[src/rtl/convnet_pkg.sv]
// Shared SRAM-A geometry: size defaults, reader FSM states and the
// bank / address / byte-lane mapping used by both reader and writer.
package convnet_pkg;

   localparam int CH_NUM_D       = 4;
   localparam int ACT_PER_ADDR_D = 4;
   localparam int BW_PER_ACT_D   = 8;
   localparam int IMG_DIM_D      = 28;
   localparam int RADDR_W        = 6;

   typedef enum logic [2:0] {
      IDLE,
      FETCH,
      WAIT,
      DRAIN,
      DONE
   } rd_state_e;

   function automatic logic [1:0] sram_a_bank(
      input logic [7:0] r,
      input logic [7:0] c
   );
      return {r[2], c[0]};
   endfunction

   function automatic logic [RADDR_W-1:0] sram_a_addr(
      input logic [7:0] r,
      input logic [7:0] c
   );
      logic [7:0] a;
      a = ({3'b000, r[7:3]} * 8'd6) + {1'b0, c[7:1]};
      return a[RADDR_W-1:0];
   endfunction

   // Byte lane of pixel p for row phase row; nibbles packed p3..p0.
   function automatic logic [3:0] sram_a_lane(
      input logic [1:0] row,
      input logic [1:0] p
   );
      logic [15:0] t;
      t = 16'h0000;
      unique case (row)
         2'd0: t = 16'hAEBF;
         2'd1: t = 16'h2637;
         2'd2: t = 16'h8C9D;
         2'd3: t = 16'h0415;
         default: t = 16'h0000;
      endcase
      return t[p*4 +: 4];
   endfunction

endpackage

[src/rtl/sram_a_img_reader_if.sv]
// Pixel stream handshake between the SRAM-A reader and its consumer.
interface sram_a_img_reader_if #(
   parameter int BW_PER_ACT = 8
) ();

   logic                  out_valid;
   logic                  out_ready;
   logic [BW_PER_ACT-1:0] out_data;
   logic                  out_last;

   modport master (
      output out_valid,
      output out_data,
      output out_last,
      input  out_ready
   );

   modport slave (
      input  out_valid,
      input  out_data,
      input  out_last,
      output out_ready
   );

endinterface

[src/rtl/sram_a_lane_sel.sv]
// Picks the four pixels of one row phase out of a 16-byte SRAM-A word.
module sram_a_lane_sel
   import convnet_pkg::*;
#(
   parameter int CH_NUM       = CH_NUM_D,
   parameter int ACT_PER_ADDR = ACT_PER_ADDR_D,
   parameter int BW_PER_ACT   = BW_PER_ACT_D
) (
   input  logic [CH_NUM*ACT_PER_ADDR*BW_PER_ACT-1:0] word,
   input  logic [1:0]                                row,
   output logic [3:0][BW_PER_ACT-1:0]                pix
);

   logic [CH_NUM*ACT_PER_ADDR-1:0][BW_PER_ACT-1:0] lanes;

   assign lanes = word;

   always_comb begin
      pix = '0;
      for (int p = 0; p < 4; p++) begin
         pix[p] = lanes[sram_a_lane(row, 2'(p))];
      end
   end

endmodule

[src/rtl/sram_a_img_reader.sv]
// Streams one IMG_DIM x IMG_DIM image out of SRAM-A in raster order.
// Define SRAM_A_READER_PREFETCH_EN to overlap the next group read with the drain.
module sram_a_img_reader
   import convnet_pkg::*;
#(
   parameter int CH_NUM       = CH_NUM_D,
   parameter int ACT_PER_ADDR = ACT_PER_ADDR_D,
   parameter int BW_PER_ACT   = BW_PER_ACT_D,
   parameter int IMG_DIM      = IMG_DIM_D
) (
   input  logic clk,
   input  logic rst_n,
   input  logic start,
   input  logic [CH_NUM*ACT_PER_ADDR*BW_PER_ACT-1:0] sram_rdata_a0,
   input  logic [CH_NUM*ACT_PER_ADDR*BW_PER_ACT-1:0] sram_rdata_a1,
   input  logic [CH_NUM*ACT_PER_ADDR*BW_PER_ACT-1:0] sram_rdata_a2,
   input  logic [CH_NUM*ACT_PER_ADDR*BW_PER_ACT-1:0] sram_rdata_a3,
   output logic [RADDR_W-1:0] sram_raddr_a0,
   output logic [RADDR_W-1:0] sram_raddr_a1,
   output logic [RADDR_W-1:0] sram_raddr_a2,
   output logic [RADDR_W-1:0] sram_raddr_a3,
   sram_a_img_reader_if.master out_if,
   output logic busy,
   output logic done
);

   localparam int WORD_W = CH_NUM * ACT_PER_ADDR * BW_PER_ACT;
   localparam logic [7:0] R_MAX = 8'(IMG_DIM - 1);
   localparam logic [7:0] C_MAX = 8'(IMG_DIM / 4 - 1);

`ifdef SRAM_A_READER_PREFETCH_EN
   localparam rd_state_e GRP_NEXT = DRAIN;
`else
   localparam rd_state_e GRP_NEXT = FETCH;
`endif

   typedef logic [3:0][BW_PER_ACT-1:0] grp_t;

   rd_state_e state, nstate;

   logic [7:0]         fr, fc;
   logic [RADDR_W-1:0] raddr;
   logic [1:0]         rbank, rrow;
   logic               rlast;
   grp_t               cbuf, sel_pix;
   logic               clast;
   logic [1:0]         px;
   logic [WORD_W-1:0]  word;
   logic               hs, grp_end, issue, f_last;

`ifdef SRAM_A_READER_PREFETCH_EN
   grp_t nbuf;
   logic nlast;
   logic pf_p1, pf_p2;
`endif

   assign hs      = out_if.out_valid && out_if.out_ready;
   assign grp_end = hs && (px == 2'd3);
   assign f_last  = (fr == R_MAX) && (fc == C_MAX);

   assign sram_raddr_a0 = raddr;
   assign sram_raddr_a1 = raddr;
   assign sram_raddr_a2 = raddr;
   assign sram_raddr_a3 = raddr;

   // rbank tracks the outstanding read, not the fetch counter.
   always_comb begin
      word = sram_rdata_a0;
      unique case (rbank)
         2'd0: word = sram_rdata_a0;
         2'd1: word = sram_rdata_a1;
         2'd2: word = sram_rdata_a2;
         2'd3: word = sram_rdata_a3;
         default: word = sram_rdata_a0;
      endcase
   end

   sram_a_lane_sel #(
      .CH_NUM      (CH_NUM),
      .ACT_PER_ADDR(ACT_PER_ADDR),
      .BW_PER_ACT  (BW_PER_ACT)
   ) u_lane_sel (
      .word(word),
      .row (rrow),
      .pix (sel_pix)
   );

   always_ff @(posedge clk) begin
      if (!rst_n) state <= IDLE;
      else        state <= nstate;
   end

   always_comb begin
      nstate = state;
      unique case (state)
         IDLE:  if (start) nstate = FETCH;
         FETCH: nstate = WAIT;
         WAIT:  nstate = DRAIN;
         DRAIN: if (grp_end) nstate = clast ? DONE : GRP_NEXT;
         DONE:  nstate = IDLE;
         default: nstate = IDLE;
      endcase
   end

   always_comb begin
      out_if.out_valid = (state == DRAIN);
      out_if.out_data  = cbuf[px];
      out_if.out_last  = (state == DRAIN) && clast && (px == 2'd3);
      busy = (state == FETCH) || (state == WAIT) || (state == DRAIN);
      done = (state == DONE);
   end

   always_comb begin
      issue = 1'b0;
      unique case (state)
         IDLE:  issue = start;
`ifdef SRAM_A_READER_PREFETCH_EN
         WAIT:  issue = !rlast;
         DRAIN: issue = grp_end && !clast && !nlast;
`else
         DRAIN: issue = grp_end && !clast;
`endif
         default: issue = 1'b0;
      endcase
   end

   always_ff @(posedge clk) begin
      if (!rst_n) begin
         fr    <= '0;
         fc    <= '0;
         raddr <= '0;
         rbank <= '0;
         rrow  <= '0;
         rlast <= 1'b0;
         cbuf  <= '0;
         clast <= 1'b0;
         px    <= '0;
`ifdef SRAM_A_READER_PREFETCH_EN
         nbuf  <= '0;
         nlast <= 1'b0;
         pf_p1 <= 1'b0;
         pf_p2 <= 1'b0;
`endif
      end else begin
         if (state == DONE) begin
            fr <= '0;
            fc <= '0;
         end
         if (issue) begin
            raddr <= sram_a_addr(fr, fc);
            rbank <= sram_a_bank(fr, fc);
            rrow  <= fr[1:0];
            rlast <= f_last;
            if (fc == C_MAX) begin
               fc <= '0;
               if (fr != R_MAX) fr <= fr + 8'd1;
            end else begin
               fc <= fc + 8'd1;
            end
         end
         if (state == WAIT) begin
            cbuf  <= sel_pix;
            clast <= rlast;
            px    <= '0;
         end
         if (hs) px <= px + 2'd1;
`ifdef SRAM_A_READER_PREFETCH_EN
         // Read data lands two edges after the address edge.
         pf_p1 <= issue && (state != IDLE);
         pf_p2 <= pf_p1;
         if (pf_p2) begin
            nbuf  <= sel_pix;
            nlast <= rlast;
         end
         if (grp_end && !clast) begin
            cbuf  <= nbuf;
            clast <= nlast;
         end
`endif
      end
   end

endmodule

[src/flat_wrapper.sv]
// flat-port wrapper written by rule: the top's interface ports become plain ports
module sram_a_img_reader_flat import convnet_pkg::*;
#(
   parameter int CH_NUM       = CH_NUM_D,
   parameter int ACT_PER_ADDR = ACT_PER_ADDR_D,
   parameter int BW_PER_ACT   = BW_PER_ACT_D,
   parameter int IMG_DIM      = IMG_DIM_D
)
  (clk, rst_n, start, sram_rdata_a0, sram_rdata_a1, sram_rdata_a2, sram_rdata_a3, sram_raddr_a0, sram_raddr_a1, sram_raddr_a2, sram_raddr_a3, busy, done, out_if_out_valid, out_if_out_data, out_if_out_last, out_if_out_ready);
  sram_a_img_reader_if #(.BW_PER_ACT(BW_PER_ACT)) out_if_i ();
  input  logic clk;
  input  logic rst_n;
  input  logic start;
  input  logic [CH_NUM*ACT_PER_ADDR*BW_PER_ACT-1:0] sram_rdata_a0;
  input  logic [CH_NUM*ACT_PER_ADDR*BW_PER_ACT-1:0] sram_rdata_a1;
  input  logic [CH_NUM*ACT_PER_ADDR*BW_PER_ACT-1:0] sram_rdata_a2;
  input  logic [CH_NUM*ACT_PER_ADDR*BW_PER_ACT-1:0] sram_rdata_a3;
  output logic [RADDR_W-1:0] sram_raddr_a0;
  output logic [RADDR_W-1:0] sram_raddr_a1;
  output logic [RADDR_W-1:0] sram_raddr_a2;
  output logic [RADDR_W-1:0] sram_raddr_a3;
  output logic busy;
  output logic done;
  output wire logic [$bits(out_if_i.out_valid)-1:0] out_if_out_valid;
  output wire logic [$bits(out_if_i.out_data)-1:0] out_if_out_data;
  output wire logic [$bits(out_if_i.out_last)-1:0] out_if_out_last;
  input wire logic [$bits(out_if_i.out_ready)-1:0] out_if_out_ready;
  assign out_if_out_valid = out_if_i.out_valid;
  assign out_if_out_data = out_if_i.out_data;
  assign out_if_out_last = out_if_i.out_last;
  assign out_if_i.out_ready = out_if_out_ready;
  sram_a_img_reader #(.CH_NUM(CH_NUM), .ACT_PER_ADDR(ACT_PER_ADDR), .BW_PER_ACT(BW_PER_ACT), .IMG_DIM(IMG_DIM)) u_core (.clk(clk), .rst_n(rst_n), .start(start), .sram_rdata_a0(sram_rdata_a0), .sram_rdata_a1(sram_rdata_a1), .sram_rdata_a2(sram_rdata_a2), .sram_rdata_a3(sram_rdata_a3), .sram_raddr_a0(sram_raddr_a0), .sram_raddr_a1(sram_raddr_a1), .sram_raddr_a2(sram_raddr_a2), .sram_raddr_a3(sram_raddr_a3), .out_if(out_if_i), .busy(busy), .done(done));
endmodule
[config.mk]
export PLATFORM = sky130hd
export DESIGN_NAME = sram_a_img_reader_flat
export DESIGN_NICKNAME = d
export VERILOG_FILES = /design/src/rtl/convnet_pkg.sv /design/src/rtl/sram_a_img_reader_if.sv /design/src/rtl/sram_a_lane_sel.sv /design/src/rtl/sram_a_img_reader.sv /design/src/flat_wrapper.sv
export SDC_FILE = /design/constraint.sdc
export NUM_CORES = 1
export LEC_CHECK = 0
export CORE_AREA = 2 2 216 218
export DETAILED_ROUTE_END_ITERATION = 7
export DIE_AREA = 0 0 218 220
export SYNTH_ARGS = -nofsm -noshare
export SYNTH_HDL_FRONTEND = slang
export SYNTH_SLANG_ARGS = --single-unit
[constraint.sdc]
create_clock -name clk -period 3 [get_ports clk]
set_input_delay 0.45 -clock clk [delete_from_list [all_inputs] [get_ports clk]]
set_output_delay 0.45 -clock clk [all_outputs]
set_load 0.02 [all_outputs]
==> reports/results.tsv <==
metric	value	unit
pin count of the biggest net entering global routing	54	
Tcrit/Tclk final	86.4	%
first-pass GRT wire length	60200	um
Sw Share	27.6	%
DR vias/cell	4.55	
# IOs	552	
Cell variety after synth	49	
mean routed wirelength per cell	22.1	um
most frequent cells in the layout	clkdlybuf4s50_1 (551), mux2i_1 (187), dfxtp_1 (61), nor2_1 (60), nand2_1 (56)	
Worst Setup SP	u_core.px[1]	
Crit Path Max Fanout	9	
number of port buffers	551	
CTS Root Buffer Type	clkbuf_16	
synthesized instance count	843	
Primary FF master, synth	dfxtp_1	
Mapped Area	0.00731	sq mm
number of synthesized register bits	65	
Layout Skew	0.00811	ns
syn_area_per_cell	8.67	sq um
synth-to-layout area growth	88.5	%
reg2reg setup slack	0.52	ns
placer congestion estimate	0.822	
post-route non-filler standard cell count	1961	
# Max-Cap Violations	0	
Cells after DPL	1944	
DRC Markers	0	
sequential-to-total area share from yosys stat	17.8	%
R2R depth	5	
# rows	79	
most common cell after layout, fill and taps aside	clkdlybuf4s50_1	
Starting Density	15.9	%
Post-Route WL	43400	um
Internal Pwr Total	0.00226	W
RSZ-0062 raised after global routing	false	
antenna violations before repair	1	
CTS Buffer Depth	2	
CTS tree	built	
ys async rst share	0	%
GR Overflow Total	0	
# hold bufs at CTS	0	
Worst Tran Pin Value	1.27	ns
DIE AREA	0.0480	sq mm
setup slack after layout	0.407	ns
pwr dens	227	mW/mm^2
crit path launch type	flop	
r2r endpoint	u_core.cbuf[24]	
Post-CTS Resized	0	
pre-CTS setup slack	0.108	ns
setup TNS	0	ns
Crit Path Category	flop to output port	
Setup Buffers After CTS	0	
peak supply drop	0.244	mV
die width	218	um
routed vias	8930	
final antenna-violating net count	0	
Synthesized Nets	1374	
Clk pin slew, worst setup/hold paths	0.06	ns
Worst slew margin	14.9	%
Final Critical Period	2.59	ns
run status	completed	
First DRT Iteration DRCs	380	
P_leak	4.37	nW
Nets	1879	
Setup violations, final	0	
CTS H-tree lvls	3	
clk_lat worst skew	0.35	ns
Fin. Hold Viols	0	
Data required, critical path	2.55	ns
Setup crit end kind	output port	
Clk network pwr share	32.6	%
Net Sw Power	0.000862	W
fraction of layout cells with a size suffix above 1	8.50	%
half-perimeter wire length after placement	36400	um
Hold Path Class	flop to flop	
die height	220	um
Core Region	0.0459	sq mm
Ys Warns	0	
Max Freq	386	MHz
worst setup path end	out_if_out_data[0]	
Slew Viols, Final	0	
TritonCTS buffer count	9	
Area after DPL	0.0135	sq mm
worst hold slack	0.452	ns
WP data arrival	2.14	ns
RR Startpoint	u_core.rrow[1]	
number of synthesized flops with an enable pin	0	
Seq pwr share	30.1	%
vias in the first global route	9242	
Pre-Repair DR Iteration Count	5	
clock sink count	65	
All-Layer GR Usage	17.1	%
Final Cell Area	0.0138	sq mm
combinational share of power	37.3	%
## layout make-up
| class | count | area, sq um |
|---|---|---|
| multi-input cells | 667 | 5490 |
| well taps | 607 | 759 |
| repair buffers | 594 | 5900 |
| fillers | 4885 | 32100 |
| diodes | 1 | 2.50 |
| clock inverters | 6 | 42.5 |
| flip-flops and latches | 65 | 1320 |
| inverters | 11 | 41.3 |
| clock buffers | 10 | 229 |
## worst min-delay path by stage
stage                          startpoint         endpoint  slack (ns)  cells past startpoint
after floorplan           u_core.cbuf[10]  u_core.cbuf[10]        0.42                      2
after global placement    u_core.cbuf[25]  u_core.cbuf[25]        0.43                      2
after detailed placement  u_core.cbuf[16]  u_core.cbuf[16]        0.44                      2
after CTS                 u_core.cbuf[16]  u_core.cbuf[16]        0.45                      2
after global routing       u_core.cbuf[2]   u_core.cbuf[2]        0.48                      2
final                     u_core.cbuf[25]  u_core.cbuf[25]        0.45                      2
## power by group through the flow
stage	Clock [W]	Sequential, W	Combinational [W]
global placement	0	0.000963	0.00117
detailed placement	0	0.000964	0.00118
CTS	0.00107	0.000945	0.00118
finish	0.00102	0.000940	0.00117
global route	0.00110	0.000948	0.00125
floorplan	0	0.000941	0.000332
## metal layers
metal / up-vias / global-route usage (%) / part of all wire (%) / routed length, um
li1: 4268 / - / - / -
met1: 4290 / 21.8 / 43 / 18800
met2: 344 / 30.1 / 50 / 21600
met3: 28 / 3.04 / 5.6 / 2450
met4: 0 / 3.61 / 1.3 / 562
met5: - / 0 / 0 / 0
## logic make-up (layout without fill, tap and decap cells)
logic type	Yosys count	count (layout)	synth area share (%)
flip-flops	65	65	17.8
buffers and inverters	111	621	7.46
adder cells (fa/ha/maj)	15	15	2.77
multiplexers	230	230	38.8
AO/OA/AOI/OAI	179	179	16.5
XOR/XNOR	4	4	0.667
AND/OR/NAND/NOR	239	239	16.0
other	0	1	0
## metrics by stage
step                      utilization [%]  power, W
after global routing                 30.0   0.00329
final                                30.0   0.00312
after global placement               29.4   0.00213
after CTS                            30.0   0.00319
after detailed placement             29.4   0.00214
after floorplan                         -   0.00127
## synth_stat cells (10+ instances only)
| library cell | number | area share [%] |
|---|---|---|
| buf_2 | 25 | 1.7 |
| o22ai_1 | 42 | 3.6 |
| nor2_1 | 61 | 3.1 |
| a21oi_1 | 39 | 2.7 |
| nor4_1 | 20 | 1.7 |
| o221ai_1 | 29 | 3.5 |
| ha_1 | 13 | 2.2 |
| buf_4 | 22 | 2.3 |
| o21ai_0 | 13 | 0.89 |
| inv_1 | 10 | 0.51 |
| nand2_1 | 58 | 3.0 |
| dfxtp_1 | 65 | 18 |
| nor3_1 | 20 | 1.4 |
| mux2i_1 | 187 | 26 |
| o31ai_1 | 32 | 3.3 |
| clkbuf_1 | 45 | 2.3 |
| mux4_2 | 43 | 13 |
| nor2b_1 | 16 | 1.4 |
| nand3_1 | 23 | 1.6 |
## flip-flops by register name, indices dropped and copies added (netlist names)
signal / cells
u_core.fr: 8
u_core.px: 2
u_core.rlast: 1
u_core.state: 3
u_core.fc: 8
u_core.sram_raddr_a0: 6
u_core.cbuf: 32
u_core.rbank: 2
u_core.rrow: 2
u_core.clast: 1
## critical path, cell delays in order, from the launching register on
cell,delay [ns]
dfxtp_1,0.35
buf_4,0.25
mux4_2,0.59
clkdlybuf4s50_1,0.60
(Power assumes the default switching activity.)
